===== src/rtl/wb_regfile_sb_pkg.sv =====
// wb_regfile_sb_pkg: shared widths and write-back packet field positions.
package wb_regfile_sb_pkg;
  localparam int DW         = 16;
  localparam int AW         = 3;
  localparam int NREG       = 2 ** AW;
  localparam int CNTW       = 2;
  localparam int WB_WE_BIT  = 19;
  localparam int WB_RD_HI   = 18;
  localparam int WB_RD_LO   = 16;
  localparam int WB_DATA_HI = 15;
  localparam int WB_DATA_LO = 0;
endpackage


===== src/rtl/wb_regfile_sb_counter.sv =====
// sb_counter: saturating pending-write counter; err_o strobes on overflow or underflow.
module sb_counter
  import wb_regfile_sb_pkg::*;
#(
  parameter int W = CNTW
) (
  input  logic         clk,
  input  logic         rst,
  input  logic         inc_i,
  input  logic         dec_i,
  output logic [W-1:0] cnt_o,
  output logic         err_o
);
  logic [W-1:0] cnt_q, cnt_d;
  logic up, dn;
  assign up    = inc_i & ~dec_i;
  assign dn    = dec_i & ~inc_i;
  assign err_o = (up & (cnt_q == '1)) | (dn & (cnt_q == '0));
  assign cnt_d = err_o ? cnt_q : up ? cnt_q + W'(1) : dn ? cnt_q - W'(1) : cnt_q;
  assign cnt_o = cnt_q;
  always_ff @(posedge clk or posedge rst)
    if (rst) cnt_q <= '0;
    else     cnt_q <= cnt_d;
endmodule


===== src/rtl/wb_regfile_sb.sv =====
// wb_regfile_sb: write-back stage, bypassed register file and RAW scoreboard.
// Define R0_ZERO_EN to hardwire register 0 to zero.
module wb_regfile_sb
  import wb_regfile_sb_pkg::*;
(
  input  logic                   clk,
  input  logic                   rst,
  input  logic [WB_WE_BIT:0]     wb_packet,
  input  logic [AW-1:0]          rs1_addr,
  input  logic [AW-1:0]          rs2_addr,
  output logic [DW-1:0]          rs1_data,
  output logic [DW-1:0]          rs2_data,
  input  logic                   issue_valid,
  input  logic                   issue_we,
  input  logic [AW-1:0]          issue_rd,
  output logic                   rs1_busy,
  output logic                   rs2_busy,
  output logic                   sb_err
);
`ifdef R0_ZERO_EN
  localparam bit R0Z = 1'b1;
`else
  localparam bit R0Z = 1'b0;
`endif
  logic            wb_we, wr_en, sb_err_q;
  logic [AW-1:0]   wb_rd;
  logic [DW-1:0]   wb_data;
  logic [DW-1:0]   regs_q [NREG];
  logic [CNTW-1:0] cnt [NREG];
  logic [NREG-1:0] inc, dec, err;
  assign wb_we   = wb_packet[WB_WE_BIT];
  assign wb_rd   = wb_packet[WB_RD_HI:WB_RD_LO];
  assign wb_data = wb_packet[WB_DATA_HI:WB_DATA_LO];
  assign wr_en   = wb_we & ~(R0Z & (wb_rd == '0));
  for (genvar i = 0; i < NREG; i++) begin : g_sb
    assign inc[i] = (R0Z && i == 0) ? 1'b0 : issue_valid & issue_we & (issue_rd == AW'(i));
    assign dec[i] = (R0Z && i == 0) ? 1'b0 : wb_we & (wb_rd == AW'(i));
    sb_counter #(.W(CNTW)) u_cnt (
      .clk   (clk),
      .rst   (rst),
      .inc_i (inc[i]),
      .dec_i (dec[i]),
      .cnt_o (cnt[i]),
      .err_o (err[i])
    );
  end
  always_ff @(posedge clk or posedge rst)
    if (rst) begin
      for (int k = 0; k < NREG; k++) regs_q[k] <= '0;
      sb_err_q <= 1'b0;
    end else begin
      if (wr_en) regs_q[wb_rd] <= wb_data;
      sb_err_q <= sb_err_q | (|err);
    end
  // wr_en already excludes r0 when hardwired, so the bypass never forwards into it
  assign rs1_data = (R0Z && rs1_addr == '0) ? '0 : (wr_en && wb_rd == rs1_addr) ? wb_data : regs_q[rs1_addr];
  assign rs2_data = (R0Z && rs2_addr == '0) ? '0 : (wr_en && wb_rd == rs2_addr) ? wb_data : regs_q[rs2_addr];
  // a write-back retiring the last pending write clears the hazard in the same cycle
  assign rs1_busy = cnt[rs1_addr] > CNTW'(dec[rs1_addr]);
  assign rs2_busy = cnt[rs2_addr] > CNTW'(dec[rs2_addr]);
  assign sb_err   = sb_err_q;
endmodule


===== config.mk =====
export PLATFORM = sky130hd
export DESIGN_NAME = wb_regfile_sb
export DESIGN_NICKNAME = d
export VERILOG_FILES = /design/src/rtl/wb_regfile_sb_pkg.sv /design/src/rtl/wb_regfile_sb_counter.sv /design/src/rtl/wb_regfile_sb.sv
export SDC_FILE = /design/constraint.sdc
export NUM_CORES = 1
export LEC_CHECK = 0
export ABC_AREA = 1
export CORE_UTILIZATION = 35
export CTS_BUF_LIST = sky130_fd_sc_hd__clkbuf_8 sky130_fd_sc_hd__clkbuf_16
export DETAILED_ROUTE_END_ITERATION = 10
export PLACE_DENSITY = 0.65
export SETUP_SLACK_MARGIN = 0.02
export SKIP_LAST_GASP = 1
export SYNTH_ARGS = -nofsm -noshare
export SYNTH_HDL_FRONTEND = slang
export SYNTH_HIERARCHICAL = 1
export SYNTH_SLANG_ARGS = --single-unit

===== constraint.sdc =====
create_clock -name clk -period 3.93 [get_ports clk]
set_input_delay 0.786 -clock clk [delete_from_list [all_inputs] [get_ports clk]]
set_output_delay 0.786 -clock clk [all_outputs]
set_load 0.02 [all_outputs]

==> impl_metrics.yaml <==
finish:
  area.growth.synth_to_final_pct: 17.28
  drive_gt1_frac: 0.06382
  fin_nets: 1605
  fin_util: 0.4203
  final_cell_count_no_fill: 1910
clock_network:
  cts_tree: "built"
  clock-root-buffer: "clkbuf_16"
  htreeDepth: 4
  clockBufferDepth: 2
  cts_buffers: 17
  clock-sinks: 145
  cts.clk_slew.worst_paths_ns: 0.07
  clk_latency_ns: 0.43
timing:
  timing.hold.ws_ns: 0.4842
  rsz0062_at_grt: "no"
  maxSlewHeadroom: 0.4975
  fin_setup_tns_ns: 0
  worst_pin_slew_ns: 0.7522
  fin_crit_ns: 3.746
  setup_viol: 0
  hold_viol_final: 0
  drv_slew: 0
  fmax_mhz: 266.9
  min_period_over_period: 0.9532
  skew_ns: 0.007349
floorplanning:
  io_pins: 68
  die_y_um: 168.4
  dieArea_um2: 28340
  core_area_um2: 27030
  core.rowCount: 60
  start_util: 0.3584
  die_w_um: 168.4
synth:
  synth_mux_area_frac: 0
  ys_types: 25
  netlist_area_um2: 9686
  synthTopCellsByArea: "dfrtp_1, nand2_1, nand3_1"
  yosys.area.top_type: "dfrtp_1"
  yosys.cell_count.top_type: "nand2_1"
  synth_commonest_cells: "nand2_1, nand3_1, inv_1"
  synthArstFlopShare: 1.000
  synth_fa_ha_area_frac: 0.02325
  ys.flop_type: "dfrtp_1"
  synth_edf_count: 0
  synth_compound_gate_area_share: 0.07699
  synth_top_family_by_area: "simple AND/OR/NAND/NOR gates"
  yosysWarnings: 6
  ys_seq_area_frac: 0.3746
  synthXorXnorAreaFrac: 0
  syn_inst: 1516
  yosys.area_share.simple: 0.3932
  ys_ff_latch: 145
  syn_nets: 1567
  syn_area_per_cell_um2: 6.389
  yosys.area.top_type_share: 0.3746
global_route:
  grt_start_max_net_pins: 67
  grt_pass1_vias: 9217
  grt_pass1_wl_um: 48410
  grt.overflow.total: 0
  track_usage: 0.2191
  antenna_found_initial: 4
detailed_routing:
  wirelength_um: 30380
  wl_per_cell_um: 15.91
  drt-initial-drc-count: 1086
  drc: 0
  vias: 9800
  firstDrtPassIters: 5
  viasPerCell: 5.131
  postRouteAntennaNets: 0
hold_path:
  holdPathEnd: "regs_q[51]"
  hp-start: "regs_q[51]"
  hold_depth: 2
  min_path_type: "reg2reg"
worst_setup_path:
  cp-end-kind: "primary output"
  r2r-end: "sb_err"
  path_cells: "clkdlybuf4s50_1 > inv_1 > nand2_1 > nand2_1 > nor2_2 > nand2_2 > inv_4 > buf_4 > nand2_1 > nand2_1 > clkdlybuf4s50_1"
  r2r_setup_slack_ns: 2.63
  worstPathArrival_ns: 2.96
  cpMostUsedCell: "nand2_1"
  r2r_start: "g_sb[2].u_cnt/cnt_o[0]"
  ff2ff_path_depth: 5
  max_stage_delay_ns: 0.63
  cpMaxStageDelayCell: "clkdlybuf4s50_1"
  required_ns: 3.14
  critical_path_class: "in2out"
  start_kind: "input port"
  crit_path_max_fanout: 16
placed_design:
  hpwl_um: 19230
  routabilityCongestion: 0.8824
  io_buffer_count: 67
  dp.cells: 1876
pwr:
  total_power_mw: 5.413
  power.density_nw_per_um2: 476.5
  leakage_nw: 6.031
  peakVddDrop_mv: 0.3189
status:
  status: "completed"
job:
  drv_cap: 0
-- worst max path at each step --
stage,end,slack (ns),from,depth (start not counted)
3_3_place_gp,rs2_busy,0.04,rs2_addr[1],11
2_1_floorplan,rs2_busy,0.84,rs2_addr[0],10
4_1_cts,rs1_busy,0.08,rs1_addr[2],11
6_report,rs2_data[14],0.18,wb_packet[18],11
3_5_place_dp,rs2_busy,-0.01,rs2_addr[1],11
5_1_grt,rs2_data[14],0.02,wb_packet[16],11
-- cells in the final DEF, fill, tap and decap left out, types with 4 or more instances in the layout --
cell type        synthesis  layout
nand3_2                 16      16
bufinv_16                0       4
clkdlybuf4s50_1          0      62
nand2_1                589     589
o21ai_0                132     132
ha_1                    18      18
nand4_1                  8       8
o211ai_1                 6       6
buf_12                   0       6
clkbuf_16                0      17
nor2_1                  17      17
nand3_1                252     252
dfrtp_1                145     145
buf_4                    7      27
clkinvlp_4               0       4
inv_2                    7       7
a21oi_1                  6       6
inv_1                  225     224
inv_6                    0       5
-- power breakdown --
part,internal (mW),switching [mW]
clock,1.09,0.719
combinational,0.579,0.970
sequential,1.82,0.244
total,3.48,1.93
-- sequential cells by signal, indices dropped and copies added, names as in the netlist --
signal and flops:
regs_q 128, g_sb.u_cnt/cnt_o 16, sb_err 1
-- timing repair --
action,CTS,global route
setup endpoints to repair,1,2
endpoints found under the hold margin,0,0
gates resized for setup,1,2
buffers inserted,0,0
hold buffers,0,0
-- area by class of cell --
type                    count  area, um^2
diodes                      2       5.005
clock inverters            15       220.2
multi-input cells        1056        4780
flip-flops and latches    145        3628
inverters                 234       887.1
fillers                  2813       15670
clock buffers              17       425.4
repair buffers            100       987.2
well taps                 341       426.7
-- metal layers --
layer  track usage  vias to the layer above  wire (um)
met5             0                        -          0
met4        0.1115                        0       1166
met3       0.03362                       73       1937
met2        0.3693                      385      14190
met1        0.2716                     4538      13100
li1              -                     4804          -
-- critical path: cells and delay by family --
kind	cells	cell delay, ns
buffers and inverters	5	1.61
and+or+nand+nor	6	0.56
-- cell families (layout without fill, tap and decap cells) --
| kind of cell | after synthesis | in the layout |
|---|---|---|
| buf+inv | 315 | 366 |
| flops | 145 | 145 |
| simple gates | 892 | 892 |
| other cells | 0 | 2 |
| fa+ha+maj | 18 | 18 |
| compound gates | 146 | 146 |
-- per-stage QoR --
| stage | area [um^2] | setup slack [ns] |
|---|---|---|
| finish | 11360 | 0.1838 |
| CTS | 11350 | 0.08023 |
| detailed placement | 10710 | -0.01075 |
| global route | 11360 | 0.02151 |
| floorplan | 9689 | 0.8432 |
| global placement | 10710 | 0.04353 |
(Power assumes the default switching activity.)
